[config.mk]
export PLATFORM = sky130hd
export DESIGN_NAME = approx_mult_error_monitor
export DESIGN_NICKNAME = d
export VERILOG_FILES = /design/src/rtl/approx_mult_error_monitor.sv
export SDC_FILE = /design/constraint.sdc
export NUM_CORES = 1
export LEC_CHECK = 0
export CAP_MARGIN = 20
export CORE_MARGIN = 2
export CORE_UTILIZATION = 40
export DETAILED_ROUTE_END_ITERATION = 8
export SYNTH_ARGS = -nofsm -noshare
export SYNTH_HDL_FRONTEND = slang
export SYNTH_SLANG_ARGS = --single-unit
[constraint.sdc]
create_clock -name clk -period 6.85 [get_ports clk]
set_input_delay 1.37 -clock clk [delete_from_list [all_inputs] [get_ports clk]]
set_output_delay 1.37 -clock clk [all_outputs]
set_load 0.05 [all_outputs]
[src/rtl/approx_mult_error_monitor.sv]
// approx_mult_error_monitor: exact-vs-approx product error statistics over a run of samples
module approx_mult_error_monitor #(
  parameter int W     = 8,
  parameter int CNT_W = 16,
  parameter int ACC_W = 32
) (
  input  logic               clk,
  input  logic               rst,
  input  logic               start,
  input  logic [CNT_W-1:0]   num_samples,
  input  logic               in_valid,
  output logic               in_ready,
  input  logic [W-1:0]       x,
  input  logic [W-1:0]       y,
  input  logic [2*W-1:0]     z_approx,
  output logic               busy,
  output logic               done,
  output logic [CNT_W-1:0]   err_count,
  output logic [ACC_W-1:0]   sum_ed,
  output logic               sat,
  output logic [2*W-1:0]     max_ed,
  output logic [W-1:0]       max_x,
  output logic [W-1:0]       max_y
);
  typedef enum logic [1:0] {IDLE, RUN, DRAIN, DONE} state_t;
  state_t state, state_nx;
  logic [CNT_W-1:0] num_lat, accepted;
  logic s1_v, s2_v, acc, take;
  logic [W-1:0] s1_x, s1_y, s2_x, s2_y;
  logic [2*W-1:0] s1_z, s2_ed, exact;
  logic [ACC_W:0] sum_nx;
  assign in_ready = (state == RUN) && (accepted < num_lat);
  assign acc      = in_valid && in_ready;
  assign take     = start && (state == IDLE || state == DONE);
  assign busy     = (state == RUN) || (state == DRAIN);
  assign done     = (state == DONE);
  assign exact    = {{W{1'b0}}, s1_x} * {{W{1'b0}}, s1_y};
  assign sum_nx   = {1'b0, sum_ed} + {{(ACC_W+1-2*W){1'b0}}, s2_ed};
  always_comb begin
    state_nx = state;
    if (take)
      state_nx = (num_samples == '0) ? DONE : RUN;
    else if (state == RUN && acc && accepted == num_lat - 1'b1)
      state_nx = DRAIN;
    else if (state == DRAIN && !s1_v)
      state_nx = DONE;
  end
  always_ff @(posedge clk) begin
    if (rst) begin
      state     <= IDLE;
      num_lat   <= '0;
      accepted  <= '0;
      s1_v      <= 1'b0;
      s2_v      <= 1'b0;
      s1_x      <= '0;
      s1_y      <= '0;
      s1_z      <= '0;
      s2_x      <= '0;
      s2_y      <= '0;
      s2_ed     <= '0;
      err_count <= '0;
      sum_ed    <= '0;
      sat       <= 1'b0;
      max_ed    <= '0;
      max_x     <= '0;
      max_y     <= '0;
    end else begin
      state <= state_nx;
      s1_v  <= acc;
      s2_v  <= s1_v;
      if (acc) begin
        s1_x <= x;
        s1_y <= y;
        s1_z <= z_approx;
      end
      if (s1_v) begin
        s2_x  <= s1_x;
        s2_y  <= s1_y;
        s2_ed <= (exact >= s1_z) ? exact - s1_z : s1_z - exact;
      end
      if (take) begin
        num_lat   <= num_samples;
        accepted  <= '0;
        err_count <= '0;
        sum_ed    <= '0;
        sat       <= 1'b0;
        max_ed    <= '0;
        max_x     <= '0;
        max_y     <= '0;
      end else begin
        if (acc) accepted <= accepted + 1'b1;
        if (s2_v) begin
          err_count <= err_count + CNT_W'(s2_ed != '0);
          sum_ed    <= sum_nx[ACC_W] ? '1 : sum_nx[ACC_W-1:0];
          if (sum_nx[ACC_W]) sat <= 1'b1;
          // strict compare keeps the earliest sample on a tie
          if (s2_ed > max_ed) begin
            max_ed <= s2_ed;
            max_x  <= s2_x;
            max_y  <= s2_y;
          end
        end
      end
    end
  end
endmodule

# ---- After elaboration in Yosys (flattened, before gate mapping)
# Index checks and enable logic that the tools add are counted.
dict set report word_totals {
  regBits 181
  inputBits 52
  output_inout_bits 84
  wordCells 53
}
dict set report classes {
  add_sub_neg 6
  multipliers 1
  magnitude_cmp 3
  n_eq_ne 4
  muxes 6
  n_reduce_logical 16
}
# cell n
set op_table {}
lappend op_table {{$add 32x16->33} 1}
lappend op_table {{$mux 32} 1}
lappend op_table {{$sub 16x16->16} 2}
lappend op_table {{$add 16x1->16} 1}
lappend op_table {{$add 16x1->16 const B} 1}
lappend op_table {{$eq 16x16->1} 1}
lappend op_table {{$ge 16x16->1} 1}
lappend op_table {{$gt 16x16->1} 1}
lappend op_table {{$logic_not 16->1} 1}
lappend op_table {{$lt 16x16->1} 1}
lappend op_table {{$mul 8x8->16} 1}
lappend op_table {{$mux 16} 1}
lappend op_table {{$reduce_bool 16->1} 1}
lappend op_table {{$sub 16x1->16 const B} 1}
lappend op_table {{$mux 2} 4}
lappend op_table {{$logic_and 1x1->1} 6}
lappend op_table {{$eq 2x2->1 const B} 2}
lappend op_table {{$reduce_and 2->1} 2}
lappend op_table {{$reduce_bool 3->1} 1}
lappend op_table {{$eq 2x1->1 const B} 1}
lappend op_table {{$logic_not 2->1} 1}
lappend op_table {{$logic_or 1x1->1} 2}
lappend op_table {{$reduce_or 2->1} 1}
lappend op_table {{$logic_not 1->1} 1}

# ---- Depth between registers and ports, before layout
dict set report depth {
  word_depth 7
  depth_mapped 27
  mapped_depth_nobuf 24
}

# ---- Worst setup path after synthesis
# No wires, ideal clock.
dict set report synth_path {
  path_kind {reg-to-reg}
  from {register s1_y[7]}
  to {register s2_ed[12]}
  setup_time_ns 0.062
  arrival_ns 6.100
  required_time_ns 6.788
  slack_ns 0.688
  stages_incl_launch_ff 25
  path_buffers 2
  period_less_slack_ns 6.162
  cell_sequence {dfxtp_1 > clkbuf_1 > nand2_1 > fa_1 > fa_1 > inv_1 > fa_1 > inv_1 > fa_1 > inv_1 > ha_1 > nor2b_1 > nor4_1 > o31ai_1 > or2_2 > xor2_1 > ha_1 > a21o_1 > a21o_1 > a21oi_2 > and3_1 > buf_4 > mux2i_1 > or4_1 > nand3_1}
}
dict set report synth_via {
  elab_chain_len 3
  word_cells_on_any_way 5
  cone_classes {add/sub: 2; mul: 1; order compare: 1; mux: 1}
}
# element line_no
set synth_lines {}
lappend synth_lines {{start, declared} 29} ;# logic [W-1:0] s1_x, s1_y, s2_x, s2_y;
lappend synth_lines {{start signal, assigned} 73} ;# s1_y <= y;
lappend synth_lines {{$mul 8x8->16 *} 37} ;# assign exact = {{W{1'b0}}, s1_x} * {{W{1'b0}}, s1_y};
lappend synth_lines {{$sub 16x16->16 / $ge 16x16->1 (equally long branches)} 79} ;# s2_ed <= (exact >= s1_z) ? exact - s1_z : s1_z - exact;
lappend synth_lines {{$mux 16 *} 79}
lappend synth_lines {{end signal, assigned} 79}
lappend synth_lines {{end, declared} 30} ;# logic [2*W-1:0] s1_z, s2_ed, exact;
# Mark *: on every way between the ends. The rest lies on a longest branch, timed or not.
# A chain may end at the register's enable or synchronous reset.

# ---- Worst setup path after layout
dict set report layout_path {
  from {register s1_y[4]}
  to {register s2_ed[12]}
}
# The elaborated chain is that of the path after synthesis.

==> results.sh <==
export IMPL_worst_pin_slew_ns=0.904
export IMPL_grt_pass1_wl_um=55600
export IMPL_fmax_mhz=155
export IMPL_r2r_end="s2_ed[12]"
export IMPL_power_w=0.00262
export IMPL_vias_per_cell=5.44
export IMPL_path_class="reg -> reg"
export IMPL_synthCells=1593
export IMPL_ys_ff_latch=181
export IMPL_synth_warnings=0
export IMPL_internal_power_w=0.00180
export IMPL_clock_skew_ns=0.0151
export IMPL_synth_top_cell_area_share_pct=28.1
export IMPL_grt_use_met1_pct=28.9
export IMPL_htreeDepth=4
export IMPL_placed_cells=2070
export IMPL_syn_avg_cell_area_um2=8.08
export IMPL_fin_util_pct=48.1
export IMPL_clock_path_buffers=2
export IMPL_antennaDiodeCount=0
export IMPL_arrival_ns=6.86
export IMPL_routedWlPerCell_um=16.1
export IMPL_fp_row_count=65
export IMPL_initial_core_util_pct=40.7
export IMPL_ys_flop_type="dfxtp_1"
export IMPL_clkPwrFrac_pct=37.4
export IMPL_p_per_area_nw_per_um2=172
export IMPL_rrSetupSlack_ns=0.39
export IMPL_synthDistinctLibCells=78
export IMPL_synth_edf_count=0
export IMPL_cts_buffers_inserted=17
export IMPL_drtIter0Drc=689
export IMPL_fin_nets=1901
export IMPL_antenna_found_initial=0
export IMPL_grt_use_met2_pct=32.6
export IMPL_period_needed_ns=6.46
export IMPL_seq_area_frac_synth_pct=28.1
export IMPL_num_fill_cells=3065
export IMPL_grt_remaining_overflow=0
export IMPL_area_growth_pct=18.2
export IMPL_use_met3_pct=3.27
export IMPL_cts_root_buf="clkbuf_16"
export IMPL_synthTopCellsByArea="dfxtp_1 28%, ha_1 12%, a21oi_1 6.5%"
export IMPL_dieArea_um2=33600
export IMPL_hp_class="reg -> reg"
export IMPL_firstDrtPassIters=5
export IMPL_yosysMostFrequentCell="dfxtp_1"
export IMPL_crit_required_ns=7.25
export IMPL_tns_ns=0
export IMPL_antenna_left=0
export IMPL_p_leak_nw=6.00
export IMPL_clk_pin_slew_ns=0.07
export IMPL_post_route_period_util_pct=94.3
export IMPL_synth_top_area_cell="dfxtp_1"
export IMPL_cp_start_kind="register"
export IMPL_dp_hpwl_um=25600
export IMPL_vdd_ir_drop_max_v=0.000189
export IMPL_ys_async_sr_fraction_pct=0
export IMPL_vias=11500
export IMPL_hold_violations=0
export IMPL_slew_viol_final=0
export IMPL_hold_end="sat"
export IMPL_io_buffers=135
export IMPL_gp_congestion=0.877
export IMPL_pwr_share_seq_pct=42.3
export IMPL_end_kind="register"
export IMPL_ys_top_cells_by_count="181 x dfxtp_1, 169 x nand2_1, 166 x a21oi_1"
export IMPL_hold_buffers=0
export IMPL_hold_start="sat"
export IMPL_drive_gt1_share_pct=5.17
export IMPL_core_area_um2=31600
export IMPL_fin_cells=2103
export IMPL_io_pins=136
export IMPL_syn_cell_area_um2=12900
export IMPL_timing_rr_start="s1_y[4]"
export IMPL_p_sw_share_pct=31.4
export IMPL_postCtsSetupBuffers=0
export IMPL_grt_busiest_layer="met2"
export IMPL_grt_pass1_vias=10900
export IMPL_numClockSinks=181
export IMPL_die_w_um=183
export IMPL_status="completed"
export IMPL_whs_ns=0.453
export IMPL_rr_worst_depth=22
export IMPL_drc_errors=0
export IMPL_hold_depth=2
export IMPL_drt_wl_total_um=33900
export IMPL_grt_max_degree=81
export IMPL_synthesis_nets=1806
export IMPL_crit_fanout=10
export IMPL_cts_tree="yes"
export IMPL_die_h_um=183
export IMPL_power_switching_w=0.000822
export IMPL_grt_usage_pct=20.5
export IMPL_finalSetupViolations=0
export IMPL_relSlewSlack_pct=39.7
export IMPL_maxCapViolCount=0
export IMPL_insertion_delay_ns=0.46
export IMPL_power_share_combinational_pct=20.3
power by group through the flow:
stage          clock network [W]  logic (W)  registers (W)
2_1_floorplan                  0   0.000374        0.00112
3_3_place_gp                   0   0.000512        0.00113
3_5_place_dp                   0   0.000515        0.00113
4_1_cts                  0.00101   0.000518        0.00111
5_1_grt                  0.00105   0.000588        0.00111
6_report                0.000979   0.000533        0.00111
registers in the layout, summed over array words and instances (netlist names), 2 cells and up:
register / count
s2_x: 8
s2_ed: 16
max_ed: 16
max_x: 8
s2_y: 8
s1_x: 8
s1_y: 8
num_lat: 16
err_count: 16
s1_z: 16
sum_ed: 32
state: 2
max_y: 8
accepted: 16
placed cells by master (no fill, tap or decap), types with 22 or more instances in the layout:
cell type / instances
fa_1: 39
clkdlybuf4s50_1: 134
nand3_1: 58
nand2_1: 169
ha_1: 122
dfxtp_1: 180
xnor2_1: 36
inv_1: 141
mux2i_1: 34
a21oi_1: 166
o21ai_0: 82
and2_1: 62
a211oi_1: 22
nor2_1: 88
nor3_1: 23
xor2_1: 37
stage by stage:
stage               setup slack (ns)  instance area (um^2)
global route                -0.00676                 15200
finish                         0.391                 15200
detailed placement             0.111                 14600
floorplan                      0.688                 12900
global placement               0.303                 14500
CTS                           0.0852                 15100
worst max path at each step:
stage               startpoint   endpoint  slack (ns)  cells past startpoint
finish                 s1_y[4]  s2_ed[12]        0.39                     22
global route           s1_y[4]   s2_ed[8]      -0.007                     22
CTS                    s1_y[4]  s2_ed[12]        0.09                     22
detailed placement     s1_y[4]  s2_ed[12]        0.11                     22
global placement       s1_y[4]  s2_ed[12]        0.30                     22
floorplan              s1_y[7]  s2_ed[12]        0.69                     24
cell type report:
class	count	area, um^2	area share (%)
Timing Repair Buffer	157	1560	10.2
Inverter	142	533	3.50
Multi-Input combinational cell	1189	8430	55.4
Clock buffer	18	429	2.82
Tap cell	402	503	3.31
Sequential cell	181	3620	23.8
Clock inverter	14	143	0.937
per-layer routing:
metal	up-vias	wire (um)
met3	32	1400
met2	225	15300
met4	0	453
met5	-	0
met1	5434	16700
li1	5759	-
worst max-delay path: stages (launching register included):
cell and delay (ns):
dfxtp_1 0.41, and2_1 0.21, fa_1 0.46, fa_1 0.55
inv_1 0.05, fa_1 0.46, fa_1 0.54, inv_1 0.04
ha_1 0.32, a21oi_1 0.25, nor2b_1 0.12, nor4_2 0.22
o31ai_1 0.16, or2_2 0.32, xor2_1 0.15, ha_1 0.41
nand2_1 0.12, nor2_1 0.25, o211ai_2 0.26, a31oi_1 0.42
a211oi_1 0.11, or4_1 0.48, nand3_1 0.09
repair_timing:
action / 4_1_cts / 5_1_grt
gates resized for setup: 0 / 9
setup endpoints to repair: 0 / 13
hold endpoints to repair: 0 / 0
cell families after synthesis:
family | after synthesis | synth area share (%)
AND/OR/NAND/NOR | 519 | 20.2
AO/OA/AOI/OAI | 401 | 19.1
buffers and inverters | 223 | 6.95
flip-flops | 181 | 28.1
adder cells (fa/ha/maj) | 161 | 17.9
XOR/XNOR | 73 | 4.96
multiplexers | 35 | 2.73
Power figures use the tool's default switching activity.
